[src/rtl/fetch_pkg.sv]
// Shared types and constants for the instruction-fetch stage.
// States are plain localparam codes so legacy tools can consume them.
package fetch_pkg;

  typedef logic [2:0] fetch_state_t;

  localparam fetch_state_t ST_REQ    = 3'd0;
  localparam fetch_state_t ST_WAIT   = 3'd1;
  localparam fetch_state_t ST_HOLD   = 3'd2;
  localparam fetch_state_t ST_HALTED = 3'd3;
  localparam fetch_state_t ST_FAULT  = 3'd4;

  localparam logic [31:0] NOP_INST = 32'h0000_0013;
  localparam logic [31:0] PC_STEP  = 32'd4;

endpackage

[src/rtl/fetch_unit.sv]
// Fetch stage: owns the PC, runs the single-outstanding imem handshake
// and latches the fetched word until the core retires it.
module fetch_unit
  import fetch_pkg::*;
#(
  parameter logic [31:0] RESET_PC = 32'h0000_0000
) (
  input  logic        clk,
  input  logic        rst_n,
  input  logic [31:0] PCnext,
  input  logic        Halt,
  input  logic        inst_ready,
  input  logic        imem_req_ready,
  input  logic        imem_resp_valid,
  input  logic [31:0] imem_resp_data,
  output logic        imem_req_valid,
  output logic [31:0] imem_addr,
  output logic [31:0] PCaddress,
  output logic [31:0] PCincre,
  output logic [31:0] inst,
  output logic        inst_valid,
  output logic        halted,
  output logic        fetch_fault,
  output logic [31:0] retire_count
);

  fetch_state_t state_q, state_d;
  logic [31:0]  pc_q, pc_d;
  logic [31:0]  inst_q, inst_d;
  logic [31:0]  cnt_q, cnt_d;

  logic is_req, is_wait, is_hold;
  logic is_halt, is_fault;
  logic retire;

  assign is_req   = (state_q == ST_REQ);
  assign is_wait  = (state_q == ST_WAIT);
  assign is_hold  = (state_q == ST_HOLD);
  assign is_halt  = (state_q == ST_HALTED);
  assign is_fault = (state_q == ST_FAULT);
  assign retire   = is_hold & inst_ready;

  always_comb begin
    state_d = state_q;
    pc_d    = pc_q;
    inst_d  = inst_q;
    cnt_d   = cnt_q;
    unique case (1'b1)
      is_req: begin
        if (imem_req_ready) state_d = ST_WAIT;
      end
      is_wait: begin
        if (imem_resp_valid) begin
          inst_d  = imem_resp_data;
          state_d = ST_HOLD;
        end
      end
      is_hold: begin
        if (retire) begin
          cnt_d = cnt_q + 32'd1;
          pc_d  = PCnext;
          // Misalignment wins over a simultaneous halt request
          if (|PCnext[1:0])  state_d = ST_FAULT;
          else if (Halt)     state_d = ST_HALTED;
          else               state_d = ST_REQ;
        end
      end
      is_halt, is_fault: ;
      default: state_d = ST_FAULT;
    endcase
  end

  always_ff @(posedge clk or negedge rst_n) begin
    if (!rst_n) begin
      state_q <= ST_REQ;
      pc_q    <= RESET_PC;
      inst_q  <= NOP_INST;
      cnt_q   <= 32'd0;
    end else begin
      state_q <= state_d;
      pc_q    <= pc_d;
      inst_q  <= inst_d;
      cnt_q   <= cnt_d;
    end
  end

  assign imem_req_valid = is_req & rst_n;
  assign imem_addr      = pc_q;
  assign PCaddress      = pc_q;
  assign PCincre        = pc_q + PC_STEP;
  assign inst           = inst_q;
  assign inst_valid     = is_hold;
  assign halted         = is_halt;
  assign fetch_fault    = is_fault;
  assign retire_count   = cnt_q;

endmodule

[config.mk]
export PLATFORM = sky130hd
export DESIGN_NAME = fetch_unit
export DESIGN_NICKNAME = d
export VERILOG_FILES = /design/src/rtl/fetch_pkg.sv /design/src/rtl/fetch_unit.sv
export SDC_FILE = /design/constraint.sdc
export NUM_CORES = 1
export LEC_CHECK = 0
export CORE_MARGIN = 2
export CORE_UTILIZATION = 41
export DETAILED_ROUTE_END_ITERATION = 10
export GPL_TIMING_DRIVEN = 0
export PLACE_DENSITY = 0.81
export SYNTH_ARGS = -nofsm -noshare
export SYNTH_HDL_FRONTEND = slang
export SYNTH_SLANG_ARGS = --single-unit
[constraint.sdc]
create_clock -name clk -period 2.05 [get_ports clk]
set_input_delay 0.41 -clock clk [delete_from_list [all_inputs] [get_ports clk]]
set_output_delay 0.41 -clock clk [all_outputs]
set_load 0.02 [all_outputs]
==> results of run 1 <==
registers in the layout (all words and copies together), names as in the netlist:
register,count
PCaddress,32
inst,32
retire_count,32
state_q,3
repair_timing:
action                                 CTS  global route
pin swaps                               13            15
buffers inserted                        27             9
setup endpoints to repair               33            33
cloned                                   1             0
hold buffers                             1             0
resized for setup                      168            47
endpoints found under the hold margin   48             0
metal layers:
metal | share of wire [%] | vias up | global-route usage (%)
li1 | - | 1895 | -
met1 | 38 | 2009 | 25.3
met2 | 53 | 167 | 39.6
met3 | 7.1 | 22 | 5.13
met4 | 2.0 | 0 | 7.80
met5 | 0 | - | 0
cells in the final DEF, fill, tap and decap left out, types with 3 or more instances in the layout:
cell type and instances:
xnor2_2 7, nand4_1 16, dfstp_2 3, nand2_2 4, buf_4 79, buf_6 14
clkbuf_16 9, o21ai_0 3, xor2_1 16, dfrtp_1 75, inv_1 6, clkdlybuf4s50_1 198
nand3_4 3, clkbuf_2 3, buf_2 9, clkbuf_1 4, mux2_2 63, nor2_4 7
dfrtp_2 21, nor2_1 5, nand3_1 9, nor4_4 3, nor3_2 3, and4_1 3
and3_1 10, and2_1 3, xor2_2 7, nand2_1 21, nor3_1 5, nor3b_1 3
dlygate4sd2_1 5, xnor2_1 29
synth_stat cells:
cell       count  share of area, %
dfrtp_1       96                50
mux2_2        63                15
xnor2_1       36               6.6
buf_4         35               5.5
nand2_1       25               2.0
xor2_1        23               4.2
nand4_1       16               2.1
nand3_1       13               1.4
nor2_1        13               1.0
and3_1        12               1.6
buf_2         10               1.0
nor3_1         8              0.84
inv_1          6              0.47
and4_1         5              0.91
and2_1         4              0.52
dfstp_2        3               1.6
nor3b_1        3              0.47
o21ai_0        3              0.31
ha_1           2              0.52
nand3b_1       2              0.31
nor3_2         2              0.42
nor4_4         2              0.89
or2_2          2              0.26
a211oi_1       1              0.16
a21oi_1        1              0.10
a311oi_1       1              0.18
and4bb_1       1              0.26
nand2_2        1              0.13
nand3_2        1              0.21
nand4bb_1      1              0.24
nor4_1         1              0.13
nor4_2         1              0.26
nor4b_1        1              0.18
o21bai_1       1              0.16
or3_1          1              0.13
power by group:
| group | switching (mW) | total, mW | internal (mW) |
|---|---|---|---|
| Sequential | 0.678 | 3.37 | 2.69 |
| Combinational | 3.22 | 6.91 | 3.69 |
| Clock | 0.669 | 1.65 | 0.980 |
| Total | 4.57 | 11.9 | 7.36 |
cells by family after synthesis:
family                   Yosys count  share of synthesized area, %
XOR/XNOR                          59                          10.8
buffers and inverters             51                          7.00
flip-flops                        99                          51.8
adder cells (fa/ha/maj)            2                         0.522
multiplexers                      63                          14.8
AO/OA/AOI/OAI                      7                         0.914
AND/OR/NAND/NOR                  115                          14.2
cell type report:
| class | instances | area [sq um] | share of cell area (%) |
|---|---|---|---|
| Inverter | 6 | 22.5 | 0.273 |
| Timing Repair Buffer | 270 | 2660 | 32.3 |
| Multi-Input combinational cell | 246 | 2270 | 27.5 |
| Clock inverter | 2 | 35.0 | 0.425 |
| Buffer | 45 | 318 | 3.86 |
| Sequential cell | 99 | 2510 | 30.4 |
| Tap cell | 143 | 179 | 2.17 |
| Clock buffer | 14 | 254 | 3.08 |
worst register-to-register path, delay by kind of cell (launching register included):
family	cells	cell delay (ps)
flops	1	350
mux	1	350
buf+inv	4	820
simple gates	1	270
path summary, 6_finish.rpt:
kind / start / to / slack [ps] / cells past startpoint
worst max-delay path: PCaddress[3] / PCincre[27] / -480 / 7
worst min-delay path: rst_n / inst[23] / 30 / 2
worst max register to register: state_q[0] / PCaddress[30] / 140 / 6
worst min register to register: retire_count[31] / retire_count[31] / 480 / 1
max in group asynchronous: rst_n / inst[19] / 1760 / 2
min in group clk: retire_count[31] / retire_count[31] / 480 / 1
==> summary.md, run 1 <==
| Metric | Value |
|---|---|
| Hold_ws | `25.0 ps` |
| YS warnings | `0` |
| P&R area growth vs syn | `72.1%` |
| Clock transition at path regs | `60 ps` |
| Tot GR Track Use | `21.8%` |
| Hold Fails Final Rpt | `0` |
| Post-Route WL | `14100 um` |
| Chip Height | `112 um` |
| Antenna diode count | `0` |
| Cell Area, Synth | `0.00479 sq mm` |
| Syn avg cell area | `12.1 sq um` |
| Via count | `4093` |
| CP Cell Sequence | `nand3_4 > nor4_4 > buf_4 > nand3_4 > nor3_4 > xor2_2 > buf_6` |
| Final Cycle Share | `124%` |
| Routed vias/inst | `4.96` |
| Post-synthesis register bit count | `99` |
| Chip width | `112 um` |
| Placed cell area | `0.00743 sq mm` |
| Worst EP arrival | `2120 ps` |
| Clock Tree Root | `clkbuf_16` |
| NumNets Final | `749` |
| Sequential share of the synthesized area | `51.8%` |
| Crit path max-delay cell type | `dfrtp_2` |
| GP Congestion | `0.831` |
| Io pins | `234` |
| Final cell count without fillers | `825` |
| DRC | `0` |
| Delay-heaviest family, CP | `simple AND/OR/NAND/NOR gates` |
| Crit. End Element | `primary output` |
| Final worst slack | `-482 ps` |
| Port buffer count | `233` |
| Post-route ant nets | `0` |
| Drt initial violations | `228` |
| TritonRoute pass-1 iters | `4` |
| Failing checks | `negative setup slack` |
| Die ar. | `0.0126 sq mm` |
| Worst-Skew Late Latency | `330 ps` |
| Final core utilization | `72.2%` |
| Vias in the first global route | `4245` |
| Startpoint Class | `register` |
| Status | `finished with violations` |
| FP Rows | `39` |
| Largest stage delay on the critical path | `420 ps` |
| Fill cell count | `812` |
| Worst-margin pin slew | `514 ps` |
| Post-DP HPWL | `9930 um` |
| Max_slew headroom | `65.5%` |
| Most common cell on crit path | `nand3_4` |
| DR WL/cell | `17.1 um` |
| CTS tree | `built` |
| Syn Inst Count | `396` |
| Clk_skew | `5.07 ps` |
| Min Clock Period, post-route | `2530 ps` |
| Setup violators final | `22` |
| DP Worst Slack | `-702 ps` |
| Largest fanout on the critical path | `4` |
| Leakage | `3.62 nW` |
| Max Clock Freq | `395 MHz` |
| Inst Count DP | `773` |
| Initial antenna violation count | `0` |
| Global route overflow | `0` |
| Syn Nets | `468` |
| Pin count of the biggest net entering global routing | `49` |
| Worst hold-check path type | `in -> async` |
| Fin area | `0.00824 sq mm` |
| Starting Density | `41.9%` |
| Cts bufs inserted | `9` |
| Max-cap check violation count | `0` |
| Worst EP required | `1640 ps` |
| Buf/Inv on CP | `2` |
| Setup TNS | `-5560 ps` |
| Clk buf depth | `2` |
| First-pass GRT wire length | `22000 um` |
| Core Area | `0.0114 sq mm` |
| Power per cell area | `1450 mW/mm^2` |
| RSZ-0062 raised after global routing | `true` |
| Share of cells above drive strength 1 | `38.1%` |
| Max Slew Vio Count | `0` |
| TritonCTS Sinks | `99` |
| Htree depth | `3` |
| Crit Path Category | `reg -> out` |
| Netlist cell types | `35` |
| VDD IR max | `1650 uV` |
| Total Power | `11.9 mW` |
Power figures use the tool's default switching activity.
==> inputs of run 2 (changes only) <==
--- a/config.mk
+++ b/config.mk
@@ -5,11 +5,13 @@
 export SDC_FILE = /design/constraint.sdc
 export NUM_CORES = 1
 export LEC_CHECK = 0
+export CELL_PAD_IN_SITES_DETAIL_PLACEMENT = 0
+export CELL_PAD_IN_SITES_GLOBAL_PLACEMENT = 1
 export CORE_MARGIN = 2
-export CORE_UTILIZATION = 41
+export CORE_UTILIZATION = 31
 export DETAILED_ROUTE_END_ITERATION = 10
 export GPL_TIMING_DRIVEN = 0
-export PLACE_DENSITY = 0.81
+export PLACE_DENSITY_LB_ADDON = 0.1
 export SYNTH_ARGS = -nofsm -noshare
 export SYNTH_HDL_FRONTEND = slang
 export SYNTH_SLANG_ARGS = --single-unit
==> run 2 against run 1 <==
Effect of this change:
- routed wire length is 0.66% lower
- the flow still finishes with violations (negative setup slack)
- worst setup slack better by 110 ps
- sequential cell count stayed put
- final cell count is 6.1% higher
==> summary.md, run 2 (synthesis gave the netlist of run 1 again) <==
| Metric | Value |
|---|---|
| Via count | `3973` |
| Psw | `4.62 mW` |
| Worst EP arrival | `2010 ps` |
| Io pins | `234` |
| Final Cycle Share | `118%` |
| Min Clock Period, post-route | `2420 ps` |
| Post-DP HPWL | `10100 um` |
| Most common cell on crit path | `nand3_4` |
| Setup TNS | `-5620 ps` |
| Vias in the first global route | `4071` |
| Status | `finished with violations` |
| Most frequent cells in the layout | `clkdlybuf4s50_1 (193), buf_4 (91), dfrtp_1 (74), mux2_2 (63), xnor2_1 (31)` |
| Internal Pwr Total | `7.18 mW` |
| Top Usage Layer GRT | `met2` |
| Hold Fails Final Rpt | `0` |
| Clock transition at path regs | `70 ps` |
| DRC | `0` |
| Pin count of the biggest net entering global routing | `44` |
| Crit path max-delay cell type | `dfrtp_2` |
| Reg2reg setup slack | `120 ps` |
| Worst-margin pin slew | `393 ps` |
| Clock Tree Root | `clkbuf_16` |
| Inst Count DP | `818` |
| Drt initial violations | `71` |
| Worst-Skew Late Latency | `350 ps` |
| Cts bufs inserted | `9` |
| Leakage | `3.65 nW` |
| M2 GR Usage | `28.8%` |
| Clock share of power | `13.7%` |
| Initial antenna violation count | `0` |
| Setup violators final | `25` |
| Antenna diode count | `0` |
| First-pass GRT wire length | `21900 um` |
| FP Rows | `45` |
| Leading cell type in the layout, fill and taps excluded | `clkdlybuf4s50_1` |
| TritonRoute pass-1 iters | `4` |
| CP Cell Sequence | `nand3_4 > nor4_4 > buf_4 > nand3_4 > nor3_4 > xor2_2 > buf_6` |
| RSZ-0062 raised after global routing | `true` |
| Max Clock Freq | `413 MHz` |
| Reg2reg start | `state_q[0]` |
| Startpoint Class | `register` |
| Power per cell area | `1430 mW/mm^2` |
| Final worst slack | `-374 ps` |
| Starting Density | `31.6%` |
| Tot GR Track Use | `17.4%` |
| P&R area growth vs syn | `72.8%` |
| Global route overflow | `0` |
| Max Slew Vio Count | `0` |
| Largest stage delay on the critical path | `460 ps` |
| Post-route ant nets | `0` |
| Chip Height | `128 um` |
| Met1 Use GR | `21.2%` |
| Crit. End Element | `primary output` |
| Die ar. | `0.0165 sq mm` |
| Crit Path Category | `reg -> out` |
| DR WL/cell | `16.1 um` |
| Htree depth | `3` |
| Share of cells above drive strength 1 | `39.0%` |
| Core Area | `0.0151 sq mm` |
| FF-to-FF End | `PCaddress[30]` |
| Logic pwr share | `57.7%` |
| Max-cap check violation count | `0` |
| Clk_skew | `7.30 ps` |
| Switching part of the total | `39.1%` |
| Chip width | `128 um` |
| Fill cell count | `1305` |
| Clk buf depth | `2` |
| Port buffer count | `233` |
| Max_slew headroom | `73.7%` |
| DP Worst Slack | `-770 ps` |
| TritonCTS Sinks | `99` |
| VDD IR max | `644 uV` |
| Largest fanout on the critical path | `4` |
| Routed vias/inst | `4.54` |
| Worst r2r path cells | `6` |
| GR Layer Usage met3 | `6.68%` |
| Worst EP required | `1640 ps` |
| Failing checks | `negative setup slack` |
| NumNets Final | `755` |
| Final cell count without fillers | `875` |
| GP Congestion | `0.753` |
| Worst hold-check path type | `in -> async` |
| CTS tree | `built` |
| Final core utilization | `54.7%` |
| Post-Route WL | `14100 um` |
| Hold_ws | `22.6 ps` |
| Share of power burned in registers | `28.6%` |
[run 2: layout make-up]
| class | count | area [sq um] | share of cell area (%) |
|---|---|---|---|
| Buffer | 45 | 322 | 3.88 |
| Inverter | 6 | 22.5 | 0.272 |
| Timing Repair Buffer | 276 | 2690 | 32.5 |
| Tap cell | 188 | 235 | 2.84 |
| Clock buffer | 9 | 225 | 2.72 |
| Clock inverter | 6 | 51.3 | 0.620 |
| Multi-Input combinational cell | 246 | 2220 | 26.8 |
| Sequential cell | 99 | 2510 | 30.3 |
[run 2: routing by layer]
metal | vias up | wire length [um]
met5 | - | 0
met4 | 0 | 189
met3 | 13 | 1190
met2 | 155 | 6760
met1 | 1905 | 5910
li1 | 1900 | -
[run 2: critical path, delay by kind of cell, from the launching register on]
| kind | cells | cell delay [ps] |
|---|---|---|
| DFF | 1 | 460 |
| buffers and inverters | 2 | 310 |
| xor gates and xnor gates | 1 | 160 |
| and+or+nand+nor | 4 | 740 |
[run 2: power by group through the flow]
stage | logic, mW | registers [mW] | clock network [mW]
after floorplan | 2.44 | 4.18 | 0
after global placement | 6.26 | 3.54 | 0
after detailed placement | 6.29 | 3.58 | 0
after CTS | 6.69 | 3.39 | 1.68
after global routing | 7.20 | 3.51 | 1.76
final | 6.80 | 3.38 | 1.61
[run 2: what timing repair did]
item                                    CTS  global route
buffers inserted                         26            15
endpoints found under the hold margin    43             0
endpoints found under the setup margin   33            56
resized for setup                       168            47
cloned                                    1             0
pin swaps                                14            21
hold buffers                              1             0
[run 2: metrics by stage]
step | cell area, sq um | power (mW)
after global routing | 8280 | 12.5
after detailed placement | 7490 | 9.87
after global placement | 7460 | 9.80
after floorplan | 4900 | 6.63
after CTS | 8070 | 11.8
final | 8280 | 11.8
[run 2: worst max path at each step]
stage                               to     startpoint  depth (start not counted)  slack [ps]
after global routing       PCincre[31]   PCaddress[3]                          7        -520
after CTS                  PCincre[24]   PCaddress[3]                          7        -400
final                      PCincre[27]   PCaddress[3]                          7        -370
after floorplan            PCincre[24]  PCaddress[12]                          5         -30
after global placement    PCaddress[9]          rst_n                          1       -3860
after detailed placement   PCincre[24]   PCaddress[2]                          6        -770
